[src/rtl/pipe_stage_skid.sv]
// Valid/ready pipeline register with a 2-entry skid buffer, flush/hold and bubble value.
// Optional performance counters are enabled by defining PIPE_STAGE_PERF_EN.
module pipe_stage_skid #(
    parameter int unsigned       DATA_W        = 32,
    parameter logic [DATA_W-1:0] DEFAULT_VALUE = {DATA_W{1'b0}}
`ifdef PIPE_STAGE_PERF_EN
    ,
    parameter int unsigned       CNT_W         = 16
`endif
) (
    input  logic              sys_clk,
    input  logic              sys_arstn,
    input  logic              flag_flush,
    input  logic              flag_hold,
    input  logic              in_valid,
    output logic              in_ready,
    input  logic [DATA_W-1:0] data_in,
    output logic              out_valid,
    input  logic              out_ready,
    output logic [DATA_W-1:0] data_out
`ifdef PIPE_STAGE_PERF_EN
    ,
    output logic [CNT_W-1:0]  perf_stall_cnt,
    output logic [CNT_W-1:0]  perf_flush_cnt
`endif
);

    typedef enum logic [1:0] {EMPTY, ONE, FULL} state_e;

    logic              main_valid_q, main_valid_d;
    logic              skid_valid_q, skid_valid_d;
    logic [DATA_W-1:0] main_data_q, main_data_d;
    logic [DATA_W-1:0] skid_data_q, skid_data_d;
    state_e            state;
    logic              acc, emt;

    // Occupancy is fully described by the two valid bits; skid never valid alone.
    always_comb begin
        state = EMPTY;
        if (main_valid_q) begin
            state = skid_valid_q ? FULL : ONE;
        end
    end

    assign in_ready  = !skid_valid_q && !flag_hold;
    assign out_valid = main_valid_q && !flag_hold;
    assign data_out  = out_valid ? main_data_q : DEFAULT_VALUE;
    assign acc       = in_valid && in_ready;
    assign emt       = out_valid && out_ready;

    always_comb begin
        main_valid_d = main_valid_q;
        skid_valid_d = skid_valid_q;
        main_data_d  = main_data_q;
        skid_data_d  = skid_data_q;
        if (flag_flush) begin
            main_valid_d = 1'b0;
            skid_valid_d = 1'b0;
            main_data_d  = DEFAULT_VALUE;
            skid_data_d  = DEFAULT_VALUE;
        end else begin
            // Hold needs no branch: it forces acc and emt low, which keeps every state.
            case (state)
                EMPTY: begin
                    if (acc) begin
                        main_valid_d = 1'b1;
                        main_data_d  = data_in;
                    end
                end
                ONE: begin
                    if (acc && !emt) begin
                        skid_valid_d = 1'b1;
                        skid_data_d  = data_in;
                    end else if (acc && emt) begin
                        main_data_d  = data_in;
                    end else if (emt) begin
                        main_valid_d = 1'b0;
                    end
                end
                FULL: begin
                    if (emt) begin
                        main_data_d  = skid_data_q;
                        skid_valid_d = 1'b0;
                    end
                end
                default: begin
                    main_valid_d = 1'b0;
                    skid_valid_d = 1'b0;
                end
            endcase
        end
    end

    always_ff @(posedge sys_clk or negedge sys_arstn) begin
        if (!sys_arstn) begin
            main_valid_q <= 1'b0;
            skid_valid_q <= 1'b0;
            main_data_q  <= DEFAULT_VALUE;
            skid_data_q  <= DEFAULT_VALUE;
        end else begin
            main_valid_q <= main_valid_d;
            skid_valid_q <= skid_valid_d;
            main_data_q  <= main_data_d;
            skid_data_q  <= skid_data_d;
        end
    end

`ifdef PIPE_STAGE_PERF_EN
    logic [CNT_W-1:0] stall_cnt_q, stall_cnt_d;
    logic [CNT_W-1:0] flush_cnt_q, flush_cnt_d;

    // Both counters saturate at all-ones rather than wrapping.
    always_comb begin
        stall_cnt_d = stall_cnt_q;
        flush_cnt_d = flush_cnt_q;
        if (out_valid && !out_ready && !(&stall_cnt_q)) begin
            stall_cnt_d = stall_cnt_q + CNT_W'(1);
        end
        if (flag_flush && (main_valid_q || skid_valid_q) && !(&flush_cnt_q)) begin
            flush_cnt_d = flush_cnt_q + CNT_W'(1);
        end
    end

    always_ff @(posedge sys_clk or negedge sys_arstn) begin
        if (!sys_arstn) begin
            stall_cnt_q <= '0;
            flush_cnt_q <= '0;
        end else begin
            stall_cnt_q <= stall_cnt_d;
            flush_cnt_q <= flush_cnt_d;
        end
    end

    assign perf_stall_cnt = stall_cnt_q;
    assign perf_flush_cnt = flush_cnt_q;
`endif

endmodule

[config.mk]
export PLATFORM = sky130hd
export DESIGN_NAME = pipe_stage_skid
export DESIGN_NICKNAME = d
export VERILOG_FILES = /design/src/rtl/pipe_stage_skid.sv
export SDC_FILE = /design/constraint.sdc
export NUM_CORES = 1
export LEC_CHECK = 0
export ABC_AREA = 0
export CAP_MARGIN = 10
export CORE_ASPECT_RATIO = 1.1
export CORE_MARGIN = 1
export CORE_UTILIZATION = 45
export DETAILED_ROUTE_END_ITERATION = 8
export PLACE_DENSITY = 0.76
export SLEW_MARGIN = 15
export SYNTH_ARGS = -nofsm -noshare
export SYNTH_HDL_FRONTEND = slang
export SYNTH_SLANG_ARGS = --single-unit
export TNS_END_PERCENT = 20
[constraint.sdc]
create_clock -name sys_clk -period 1.4 [get_ports sys_clk]
set_input_delay 0.28 -clock sys_clk [delete_from_list [all_inputs] [get_ports sys_clk]]
set_output_delay 0.28 -clock sys_clk [all_outputs]
set_load 0.02 [all_outputs]
==> flow_summary.yaml <==
timing:
  setup_ws_ps: -274.9
  min_period_ps: 1675
  fmax_mhz: 597.1
  maxSlewViolCount: 0
  final-setup-viol-count: 67
  whs_ps: 487.9
  fin_skew_ps: 3.601
  rsz0062_at_grt: "true"
  tightest_slew_ps: 391.1
  hold_viol: 0
  post-route-period-util: 1.196
  fin_setup_tns_ps: -13260
  max_slew_margin: 0.7393
clocking:
  cts_tree: "yes"
  clkLatencyLatePin_ps: 330
  cts_root_buf: "clkbuf_8"
  clk_pin_slew_ps: 70
  cts_num_sinks: 66
  cts_buffers: 9
  clock_path_buffers: 2
  htree_levels: 3
job:
  drv_cap: 0
logic_synthesis:
  yosysSeqAreaShare: 0.5493
  yosysUniqueCellTypes: 21
  synth_top_family_by_area: "compound AO/OA/AOI/OAI gates"
  synthArstFlopShare: 1.000
  synth-edff-count: 0
  muxShareOfSynthArea: 0.1065
  yosys_warnings: 0
  syn_inst: 233
  synthAdderAreaFrac: 0
  ys_ff_latch: 66
  ys.flop_type: "dfrtp_1"
  syn_avg_cell_area_um2: 12.90
  synth_compound_area_frac: 0.2106
  syn_area_um2: 3007
  yosys.area_share.simple: 0.08697
  synth_nets: 271
  synth_xor_area_frac: 0
route:
  dr.pass1.iters: 4
  viasPerCell: 5.576
  vias: 2247
  post-route-drc-count: 0
  antenna_left: 0
  wl_per_cell_um: 18.24
  drt-total-wl_um: 7349
  drt_iter0_markers: 144
finish:
  layout_commonest_cell: "dfrtp_1"
  final_nets: 357
  drive_above_1_share: 0.3220
  multiInputGateArea_um2: 1313
  syn2layout_area_growth_pct: 41.95
  final_cell_mix: "66 x dfrtp_1, 35 x clkdlybuf4s50_1, 32 x a22o_1, 32 x mux2i_1, 30 x o2bb2ai_1"
  fill_cells: 463
  ff_latch_area_um2: 1652
  layout.cells.non_filler: 403
  diodes: 0
  stdcell_area_um2: 4268
floorplan:
  core_um2: 6306
  io-pin-count: 72
  die_h_um: 87.73
  dieWidth_um: 79.94
  die_area_um2: 7013
  rows: 30
  initial_utilization: 0.4768
power_and_ir_drop:
  pwr-share-seq: 0.499
  p_leak_nw: 2.172
  p_switching_mw: 0.9344
  combPwrFrac: 0.123
  power_mw: 4.017
  switching_share: 0.2326
  power.density_nw_per_um2: 941.2
  p_int_mw: 3.083
  ir_drop_mv: 0.4716
  p_clk_frac: 0.378
place:
  place_congestion: 0.7338
  dp.cells: 382
  placed_area_um2: 3899
  dp_hpwl_um: 4279
  io_buffer_count: 71
worst_setup_path:
  cpMaxStageDelayCell: "dfrtp_1"
  cp_slowest_stage_delay_ps: 380
  path_buf_inv: 3
  cp.arrival_ps: 1390
  path_class: "register to output port"
  worst_setup_path_end_kind: "output port"
  path_cells: "nor2b_4 > buf_12 > buf_16 > and2_4 > buf_6"
  critical_path.max_fanout: 7
  cpLargestDelayFamily: "buffers and inverters"
  cp_data_required_time_ps: 1120
  setup.worst_path.start_class: "register"
grt:
  grt_start_max_net_pins: 67
  overflow: 0
  grt_pass1_vias: 2308
  track_usage: 0.2308
  grt_pass1_wl_um: 12010
  antenna_found_initial: 0
status:
  status: "finished, violations left"
  violations: "setup timing"
hold_path:
  worstHoldPathType: "register to register"
## layer usage
| metal | routed length (um) | track usage |
|---|---|---|
| met1 | 3286 | 0.3152 |
| met2 | 3551 | 0.3667 |
| met3 | 392 | 0.04583 |
| met4 | 119 | 0.08604 |
| met5 | 0 | 0 |
## final cells by class
type / count / share of cell area
flip-flops and latches: 66 / 0.3870
multi-input cells: 144 / 0.3075
clock inverters: 3 / 0.009381
well taps: 80 / 0.02345
inverters: 2 / 0.001759
clock buffers: 12 / 0.03401
repair buffers: 96 / 0.2369
## synth_stat cells, types with 2 or more instances
cell	count	area [um2]
and2_1	32	200.2
mux2i_1	32	320.3
dfrtp_1	66	1652
nor2_1	2	7.510
inv_1	2	7.510
clkbuf_1	3	11.26
nand2b_1	2	12.51
nand2_1	2	7.510
o2bb2ai_1	32	280.3
a21oi_1	2	10.01
buf_6	5	56.30
buf_2	13	65.06
a22o_1	32	280.3
## cells by family (layout without fill, tap and decap cells)
kind of cell | after synthesis | after routing
mux | 32 | 32
flops | 66 | 66
compound gates | 71 | 71
buf+inv | 23 | 113
simple gates | 41 | 41
## sequential cells by signal (all words and copies together) (netlist names)
signal,cells
main_valid_q,1
skid_data_q,32
main_data_q,32
skid_valid_q,1
## stage by stage
step	util	worst slack, ps
after CTS	0.6714	-286.3
after detailed placement	0.6183	-720.3
after global routing	0.6768	-331.9
final	0.6768	-274.9
after floorplan	-	18.27
after global placement	0.6183	-710.5
## timing repair
item | in CTS | in global routing
gates cloned | 3 | 0
hold endpoints to repair | 66 | 0
hold buffers | 1 | 0
buffers inserted | 2 | 0
pin swaps | 43 | 13
resized for setup | 209 | 6
endpoints found under the setup margin | 98 | 97
## power by group through the flow
stage,clock [mW],sequential (mW),combinational (mW)
4_1_cts,1.54,2.00,0.487
5_1_grt,1.63,2.01,0.534
3_3_place_gp,0,2.03,0.440
6_report,1.52,2.01,0.494
3_5_place_dp,0,2.03,0.448
2_1_floorplan,0,2.02,0.178
## worst reg2reg max path: stages (launching register included)
cell and delay, ps:
dfrtp_1 350, nor2b_4 180, buf_12 150, buf_16 130, and4_4 470, a22o_1 240
## worst paths after layout
kind / start / to / slack, ps / cells after the start
hold reg to reg: main_data_q[9] / main_data_q[9] / 490 / 1
hold / removal: main_data_q[9] / main_data_q[9] / 490 / 1
max in group asynchronous: sys_arstn / main_data_q[7] / 640 / 3
setup reg to reg: main_valid_q / skid_data_q[23] / -190 / 5
min in group asynchronous: sys_arstn / main_data_q[14] / 500 / 3
setup / recovery: main_valid_q / data_out[0] / -270 / 5
No activity file was read; power rests on OpenSTA's default activity.
